[src/rtl/serial_scan_pkg.sv]
// Shared types and default constants for the serial scan controller.
//
// Contents:
//   scan_state_t  controller FSM states (IDLE, SHIFT, REPORT)
//   DEF_WIDTH     default bits per scanned word
//   DEF_PAT_LEN   default pattern length
//   DEF_PATTERN   default pattern, oldest bit in the MSB
//   idx_width()   width of a bit-index counter for a word of w bits
package serial_scan_pkg;

    typedef enum logic [1:0] {
        IDLE   = 2'd0,
        SHIFT  = 2'd1,
        REPORT = 2'd2
    } scan_state_t;

    localparam int          DEF_WIDTH   = 8;
    localparam int          DEF_PAT_LEN = 3;
    localparam logic [2:0]  DEF_PATTERN = 3'b101;

    // A one-bit word still needs a one-bit index register.
    function automatic int idx_width(input int w);
        return (w > 1) ? $clog2(w) : 1;
    endfunction

endpackage

[src/rtl/serial_scan_pattern_window.sv]
// Serial pattern detector window.
//
// Keeps the last PAT_LEN pushed bits (newest in the LSB) and a saturating
// fill counter so that a window still holding reset zeros can never match.
//
// Ports:
//   Clk     in   rising-edge clock
//   Rst     in   asynchronous active-low reset (window and fill cleared)
//   clr     in   synchronous clear of window and fill
//   push    in   shift bit_in into the window this cycle
//   bit_in  in   bit being pushed
//   match   out  combinational: this push completes the pattern
module pattern_window
    import serial_scan_pkg::*;
#(
    parameter int                 PAT_LEN = DEF_PAT_LEN,
    parameter logic [PAT_LEN-1:0] PATTERN = DEF_PATTERN
) (
    input  logic Clk,
    input  logic Rst,
    input  logic clr,
    input  logic push,
    input  logic bit_in,
    output logic match
);

    localparam int FILL_W = $clog2(PAT_LEN + 1);

    logic [PAT_LEN-1:0] window_q;
    logic [FILL_W-1:0]  fill_q;

    logic [PAT_LEN:0]   shifted;
    logic [PAT_LEN-1:0] window_nx;
    logic [FILL_W-1:0]  fill_nx;

    // The match is judged on the window as it will be after this push, so a
    // hit is attributed to the bit that completes the pattern.
    always_comb begin
        shifted   = {window_q, bit_in};
        window_nx = shifted[PAT_LEN-1:0];
        fill_nx   = (fill_q == FILL_W'(PAT_LEN)) ? fill_q : fill_q + 1'b1;
        match     = push && (window_nx == PATTERN) && (fill_nx == FILL_W'(PAT_LEN));
    end

    always_ff @(posedge Clk or negedge Rst) begin
        if (!Rst) begin
            window_q <= '0;
            fill_q   <= '0;
        end else if (clr) begin
            window_q <= '0;
            fill_q   <= '0;
        end else if (push) begin
            window_q <= window_nx;
            fill_q   <= fill_nx;
        end
    end

endmodule

[src/rtl/serial_scan_ctrl.sv]
// Serial scan controller.
//
// Accepts a parallel word, pushes it MSB first through a pattern window one
// bit per clock, and presents the per-word hit count and per-bit hit mask on
// a valid/ready result port.
//
// Handshake: a transfer happens on a rising edge where valid and ready are
// both 1. in_ready is 1 only in IDLE; out_valid is 1 only in REPORT, and the
// result holds steady until out_ready is seen. Both are decoded from the
// registered state alone.
//
// Ports:
//   Clk        in   rising-edge clock
//   Rst        in   asynchronous active-low reset
//   in_valid   in   input word valid
//   in_ready   out  controller can accept a word (IDLE)
//   in_data    in   word to scan, in_data[WIDTH-1] first
//   hist_clr   in   sampled with the word: clear window history before scan
//   out_valid  out  result valid (REPORT)
//   out_ready  in   consumer accepts result
//   hit_count  out  number of matches in the word
//   hit_mask   out  bit k set if a match completed on push of in_data[k]
//   busy       out  1 in SHIFT or REPORT
module serial_scan_ctrl
    import serial_scan_pkg::*;
#(
    parameter int                 WIDTH   = DEF_WIDTH,
    parameter int                 PAT_LEN = DEF_PAT_LEN,
    parameter logic [PAT_LEN-1:0] PATTERN = DEF_PATTERN,
    localparam int                CNT_W   = $clog2(WIDTH + 1)
) (
    input  logic             Clk,
    input  logic             Rst,
    input  logic             in_valid,
    output logic             in_ready,
    input  logic [WIDTH-1:0] in_data,
    input  logic             hist_clr,
    output logic             out_valid,
    input  logic             out_ready,
    output logic [CNT_W-1:0] hit_count,
    output logic [WIDTH-1:0] hit_mask,
    output logic             busy
);

    localparam int IDX_W = idx_width(WIDTH);

    scan_state_t      state_q;
    scan_state_t      state_d;
    logic [IDX_W-1:0] idx_q;
    logic [WIDTH-1:0] word_q;
    logic [CNT_W-1:0] cnt_q;
    logic [WIDTH-1:0] mask_q;

    logic accept;
    logic push;
    logic cur_bit;
    logic match;

    // State register.
    always_ff @(posedge Clk or negedge Rst) begin
        if (!Rst) begin
            state_q <= IDLE;
        end else begin
            state_q <= state_d;
        end
    end

    // Next state and Moore outputs.
    always_comb begin
        state_d   = state_q;
        in_ready  = 1'b0;
        out_valid = 1'b0;
        busy      = 1'b0;
        accept    = 1'b0;
        push      = 1'b0;
        case (state_q)
            IDLE: begin
                in_ready = 1'b1;
                if (in_valid) begin
                    accept  = 1'b1;
                    state_d = SHIFT;
                end
            end
            SHIFT: begin
                busy = 1'b1;
                push = 1'b1;
                if (idx_q == '0) begin
                    state_d = REPORT;
                end
            end
            REPORT: begin
                busy      = 1'b1;
                out_valid = 1'b1;
                if (out_ready) begin
                    state_d = IDLE;
                end
            end
            default: begin
                state_d = IDLE;
            end
        endcase
    end

    assign cur_bit = word_q[idx_q];

    pattern_window #(
        .PAT_LEN (PAT_LEN),
        .PATTERN (PATTERN)
    ) u_window (
        .Clk    (Clk),
        .Rst    (Rst),
        .clr    (accept && hist_clr),
        .push   (push),
        .bit_in (cur_bit),
        .match  (match)
    );

    // Word, index and result registers. The result is cleared at accept and
    // left untouched in REPORT, which keeps it stable while out_ready is low.
    always_ff @(posedge Clk or negedge Rst) begin
        if (!Rst) begin
            word_q <= '0;
            idx_q  <= '0;
            cnt_q  <= '0;
            mask_q <= '0;
        end else if (accept) begin
            word_q <= in_data;
            idx_q  <= IDX_W'(WIDTH - 1);
            cnt_q  <= '0;
            mask_q <= '0;
        end else if (push) begin
            if (match) begin
                mask_q[idx_q] <= 1'b1;
                cnt_q         <= cnt_q + 1'b1;
            end
            if (idx_q != '0) begin
                idx_q <= idx_q - 1'b1;
            end
        end
    end

    assign hit_count = cnt_q;
    assign hit_mask  = mask_q;

endmodule

[config.mk]
export PLATFORM = sky130hd
export DESIGN_NAME = serial_scan_ctrl
export DESIGN_NICKNAME = d
export VERILOG_FILES = /design/src/rtl/serial_scan_pkg.sv /design/src/rtl/serial_scan_pattern_window.sv /design/src/rtl/serial_scan_ctrl.sv
export SDC_FILE = /design/constraint.sdc
export NUM_CORES = 1
export LEC_CHECK = 0
export ABC_AREA = 1
export BUFFER_PORTS_ARGS = -buffer_cell sky130_fd_sc_hd__clkbuf_2
export CAP_MARGIN = 30
export CORE_ASPECT_RATIO = 1.25
export CORE_MARGIN = 5
export CORE_UTILIZATION = 60
export CTS_CLUSTER_DIAMETER = 200
export CTS_CLUSTER_SIZE = 24
export DETAILED_ROUTE_END_ITERATION = 10
export PLACE_DENSITY = 0.84
export SYNTH_ARGS = -nofsm -noshare
export SYNTH_HDL_FRONTEND = slang
export SYNTH_SLANG_ARGS = --single-unit
export TNS_END_PERCENT = 50
[constraint.sdc]
create_clock -name Clk -period 2.56 [get_ports Clk]
set_input_delay 0.256 -clock Clk [delete_from_list [all_inputs] [get_ports Clk]]
set_output_delay 0.256 -clock Clk [all_outputs]
set_load 0.005 [all_outputs]
* After elaboration in Yosys (flattened, before gate mapping)
Index checks and enable logic that the tools add are counted.
Word-level totals: register bits after elaboration 29, bits in latches 0, bits in writable memories 0, bits in read-only memories 0, input bits 13, memories kept 0
Cells by class: add/sub/neg operators 3, multipliers 0, divide/modulo/power cells 0, magnitude comparators 2, eq/ne operators 8, shifts and indexed selects 0, muxes and demuxes 28, bitwise logic cells 1, reduce and logical (&&, ||, !) cells 15
Operators by type and width (number):
- $mux 8 | 3
- $mux 2 | 8
- $mux 4 | 3
- $mux 3 | 3
- $mux 1 | 8
- $or 8x8->8 | 1
- $reduce_bool 2->1 | 4
- $eq 2x2->1 const B | 3
- $ne 2x2->1 const B | 3
- $pmux 2 s3 | 1
- $add 4x1->4 const B | 1
- $logic_and 1x1->1 | 4
- $lt 3x4->1 const B | 1
- $reduce_and 2->1 | 2
- $bmux 1 s3 | 1
- $demux 1 s3 | 1
- $eq 3x3->1 const B | 1
- $ge 3x1->1 const B | 1
- $logic_not 3->1 | 1
- $reduce_and 3->1 | 1
- $reduce_bool 3->1 | 1
- $sub 3x1->3 const B | 1
- $add 2x1->2 const B | 1
- $eq 2x1->1 const B | 1
- other kinds (2) | 2

* Longest topological paths before layout
depth after elaboration 8, depth in mapped cells 11, gate-level depth less buffers 9

* Cells and area by module
A second synthesis with hierarchy kept.
Unflattened totals: cell total of the unflattened synthesis 177, area total of the unflattened synthesis 1483.9 sq um
Modules (own cells, without submodules):
- serial_scan_ctrl | times used 1, cells each 156, area an instance 1302.5 sq um
- pattern_window | times used 1, cells each 21, area an instance 181.4 sq um

* Least setup slack after synthesis
OpenSTA, ideal clock, no wires.
path kind flip-flop to flip-flop, from register state_q[1], to register cnt_q[2] (netlist: hit_count[2]), setup time 0.065 ns, data arrival time 1.363 ns, required time 2.495 ns, slack 1.132 ns, stages on the path, launching flop included 8, buffers on the path 1, clock period less this slack 1.428 ns, path through dfrtp_1 inv_1 ha_1 nand2_1 nor3_4 buf_2 nand4_1 nand2_2
On the way: word-level cells in the longest chain between the ends 6, elaborated cells on any way between the ends 10, classes of those cells eq/ne: 1; mux: 3; reduce/logical: 6
Ends and longest elaborated chain:
- from (decl) | RTL line serial_scan_ctrl.sv:47 | scan_state_t state_q;
- from (signal assigned) | RTL line serial_scan_ctrl.sv:64 | state_q <= state_d;
- $eq 2x1->1 | RTL line serial_scan_ctrl.sv:76 | case (state_q)
- $mux 1 | RTL line serial_scan_ctrl.sv:76
- $logic_and 1x1->1 (2 in series) | RTL line serial_scan_pattern_window.sv:42 | match = push && (window_nx == PATTERN) && (fill_nx == FILL_W'(PAT_LEN));
- $reduce_bool 2->1 (no source line)
- $reduce_and 2->1 (no source line)
- to (signal assigned) | RTL line serial_scan_ctrl.sv:134 | cnt_q <= cnt_q + 1'b1;
- to (decl) | RTL line serial_scan_ctrl.sv:51 | logic [CNT_W-1:0] cnt_q;
Parallel ways exist; a longest one is shown, timed or not. A chain may end at the register's enable or synchronous reset.

* Worst setup path in the final report
from register state_q[1], to register mask_q[5] (netlist: hit_mask[5])
On the way: word-level cells in the longest chain between the ends 6, elaborated cells on any way between the ends 10, classes of those cells eq/ne: 1; mux: 3; reduce/logical: 6
Ends and longest elaborated chain:
- $eq 2x1->1 | RTL line serial_scan_ctrl.sv:76
- $mux 1 | RTL line serial_scan_ctrl.sv:76
- $logic_and 1x1->1 (2 in series) | RTL line serial_scan_pattern_window.sv:42
- $reduce_bool 2->1 (no source line)
- $reduce_and 2->1 (no source line)
- to (signal assigned) | RTL line serial_scan_ctrl.sv:125 | mask_q <= '0;
- to (signal assigned) | RTL line serial_scan_ctrl.sv:130 | mask_q <= '0;
- to (signal, indexed assignment) | RTL line serial_scan_ctrl.sv:133 | mask_q[idx_q] <= 1'b1;
- to (decl) | RTL line serial_scan_ctrl.sv:52 | logic [WIDTH-1:0] mask_q;
Parallel ways exist; a longest one is shown, timed or not.

==> run summary <==
CTS saw 29 sinks. The row count is 21, and the number of distinct library cell variants in the gate-level netlist after synthesis is 28. In the synthesized netlist the async set-or-reset flop fraction comes to 100.0%. At the later pin of the worst-skew pair, clock insertion delay measures 0.33 ns. The layout net count came out at 225.

The tools report the count of warnings emitted by yosys as 0. The DRC violation count after routing was 0; the slew at the pin with the worst max-slew slack was 0.7010 ns. The run gives 0.002680 sq mm as the area inside the core boundary. The logs give 0.001758 sq mm for the placed standard-cell area and 199 for the number of nets produced by synthesis.

After synthesis, the largest family of logic cells by area is simple AND/OR/NAND/NOR gates. Arrival time of data at the critical path endpoint: 2.01 ns. The flow ran to the end, and the final reports show no timing, DRC or antenna violations. The logs give 1316 for the via count of the first global-routing pass and 2240 um for the HPWL reported at the end of detailed placement.

The adder and majority gate portion of the synthesized area came out at 4.494%. The worst endpoint required time was 2.79 ns. The first global-routing pass estimated 5444 um of wire. STA classifies the critical path startpoint as a register. The floorplan die height works out to 68.99 um. Xor and xnor area share after synthesis: 1.049%.

The post-route cell area is 0.001823 sq mm. For this run, the detailed router's first-pass iteration total came to 4. For the number of antenna violations at the first check in global routing, the log shows 0.

For this run, the total global-route usage over all layers was measured as 17.70%. The logs give 0 ns for the total negative setup slack and 0 for the remaining antenna violation count after routing. Yosys attributes the largest share of cell area to sky130_fd_sc_hd__dfrtp_1, sky130_fd_sc_hd__nand2_1, sky130_fd_sc_hd__nand3_2.

The worst vdd rail ir drop was 0.0007703 V; the number of top-level pins was 28. Yosys instantiated no cell more often than sky130_fd_sc_hd__nand2_1. Routability-driven placement finished with a final weighted congestion of 0.7423. Entering global routing, the biggest net connects 32 pins. The share of synthesized area in the top cell type comes to 43.45%. The die width works out to 57.19 um. Setup repair after global routing left no endpoint under its margin. In this run the static leakage power is 0.0009936 uW.

TritonCTS created 5 clock buffers. Via density per instance: 5.479. Number of DRC markers after the initial detailed-route iteration: 44.

Number of I/O port buffers: 27. The total length of routed wires was 3069 um. Of the cells placed in the final design, the portion with a size suffix greater than 1 is 34.47%.

Number of enable-type register cells in the synthesized netlist: 0. The synthesized netlist devotes 9.064% of its cell area to compound gates. The setup skew after layout is 0.004022 ns. Global routing finished with a remaining overflow of 0. The tools report the number of inserted diodes as 0. The clock period could shrink to 1.783 ns. Of the post-synthesis cell area, the part taken by muxes is 0%. In this run the power density over the cells is 954.1 mW/mm^2. The path class of the tightest hold or removal check is in -> reg. The highest net fanout along the worst path is 13, and the flip-flop and latch count after synthesis is 29. Static timing analysis puts the maximum clock frequency at 0.5608 GHz. The root buffer cell chosen for the clock tree is sky130_fd_sc_hd__clkbuf_4.

The tools report the number of instances in the synthesized netlist as 180. The critical path is of the reg -> reg type. Headroom to the max-slew limit came out at 53.27%. The clock passes through at most 2 buffers.

The synthesized-area fraction occupied by and/or/nand/nor cells works out to 31.39%. Cell taking the most area after synthesis: sky130_fd_sc_hd__dfrtp_1. Buffers added to address setup during post-CTS repair amount to 0.

The run gives 0 as the count of final hold-check violations. The clock slew seen by the registers of the worst setup and hold paths was 0.09 ns. By count the netlist is led by sky130_fd_sc_hd__nand2_1, sky130_fd_sc_hd__dfrtp_1, sky130_fd_sc_hd__inv_1. The number of maximum-capacitance violations was 0; the final number of max-transition violations was 0.

Sequential cells were found to cover 43.45% of the synthesized design area. In the finished design, the share of the clock period the worst path needs comes to 69.65%. Averaged over all synthesized cells, the footprint is 9.280 sq um. From synthesis to final layout, the design area changed by 9.139%. The predominant post-synthesis flop cell is sky130_fd_sc_hd__dfrtp_1.

CTS built an H-tree with a depth of 2. The run gives 0.003946 sq mm as the die outline area. For the starting utilization of the core area, the log shows 62.32%. Setup violations remaining at the end of the flow were counted as 0. Dividing the detail-routed wire length by the instance count gives 12.79 um. STA classifies the critical path endpoint as a register.

The detailed-route via count came out at 1315. TritonCTS built the clock tree. The mapped netlist covers 0.001670 sq mm.
==> layout by cell type, fill, tap and decap left out, types with 4 or more instances in the layout <==
| master | netlist | final |
|---|---|---|
| sky130_fd_sc_hd__ha_1 | 6 | 6 |
| sky130_fd_sc_hd__nand2_2 | 13 | 13 |
| sky130_fd_sc_hd__o21ai_0 | 9 | 9 |
| sky130_fd_sc_hd__inv_1 | 17 | 17 |
| sky130_fd_sc_hd__nand3_1 | 5 | 5 |
| sky130_fd_sc_hd__dfrtp_1 | 29 | 29 |
| sky130_fd_sc_hd__a21oi_1 | 4 | 4 |
| sky130_fd_sc_hd__clkbuf_2 | 0 | 27 |
| sky130_fd_sc_hd__nand4_1 | 16 | 16 |
| sky130_fd_sc_hd__a31o_2 | 4 | 4 |
| sky130_fd_sc_hd__nand2_1 | 35 | 35 |
| sky130_fd_sc_hd__nor2_2 | 4 | 4 |
| sky130_fd_sc_hd__clkbuf_4 | 0 | 5 |
| sky130_fd_sc_hd__nand3_2 | 10 | 10 |
==> where the power goes <==
group	switching, uW	total (uW)	internal [uW]
combinational	469	728	260
clock	153	282	129
sequential	137	729	592
total	759	1740	981
==> area by class of cell <==
class	count	area (sq um)
Sequential cell	29	725.7
Multi-Input combinational cell	122	768.2
Timing Repair Buffer	29	152.6
Clock buffer	7	55.05
Inverter	19	78.83
Tap cell	34	42.54
Fill cell	244	857.1
==> critical path, cell delays in order, from the launching register on <==
cell and delay, ns:
sky130_fd_sc_hd__dfrtp_1 0.41, sky130_fd_sc_hd__inv_1 0.09, sky130_fd_sc_hd__ha_1 0.25, sky130_fd_sc_hd__nand2_1 0.12, sky130_fd_sc_hd__nor3_4 0.42, sky130_fd_sc_hd__nand2_4 0.22
sky130_fd_sc_hd__nand3_1 0.12, sky130_fd_sc_hd__nand2_1 0.05
==> sequential cells by signal (all words and copies together), names as in the netlist <==
signal             count
hit_count              4
hit_mask               8
state_q                2
idx_q                  3
u_window.fill_q        2
u_window.window_q      2
word_q                 8
==> worst paths after layout <==
path	startpoint	to	slack [ns]	depth (start not counted)
setup / recovery	state_q[1]$_DFFE_PN0P_	hit_mask[5]$_DFFE_PN0P_	0.78	7
hold / removal	in_data[0]	word_q[0]$_DFFE_PN0P_	0.12	3
setup reg to reg	state_q[1]$_DFFE_PN0P_	hit_mask[5]$_DFFE_PN0P_	0.78	7
hold reg to reg	word_q[7]$_DFFE_PN0P_	word_q[7]$_DFFE_PN0P_	0.49	2
max in group asynchronous	Rst	word_q[5]$_DFFE_PN0P_	1.61	2
min in group asynchronous	Rst	hit_mask[0]$_DFFE_PN0P_	0.50	2
==> timing repair <==
item,4_1_cts,5_1_grt
resized for setup,0,0
hold buffers,1,0
endpoints found under the hold margin,29,0
==> metal layers <==
| metal | track usage (%) | vias up | routed length, um |
|---|---|---|---|
| met5 | 0 | - | 0 |
| met3 | 4.469 | 8 | 186 |
| li1 | - | 649 | - |
| met2 | 31.29 | 35 | 1518 |
| met1 | 19.86 | 623 | 1309 |
| met4 | 8.986 | 0 | 55 |
==> cells by family after synthesis <==
kind of cell / Yosys count
fa+ha+maj: 6
flops: 29
xor+xnor: 2
compound gates: 24
buf+inv: 29
simple gates: 90
==> stage by stage <==
stage | total power, uW | util, % | setup WS, ns | instances | hold WS, ns
2_1_floorplan | 1373 | - | 1.132 | 180 | -0.03959
3_3_place_gp | 1426 | 65.59 | 0.8824 | 232 | 0.3252
3_5_place_dp | 1470 | 65.59 | 0.7930 | 232 | 0.3376
4_1_cts | 1758 | 68.02 | 0.7694 | 240 | 0.1125
5_1_grt | 1896 | 68.02 | 0.5660 | 240 | 0.1087
6_report | 1739 | 68.02 | 0.7769 | 240 | 0.1180
Note: power is estimated with default switching activity, not from simulation.
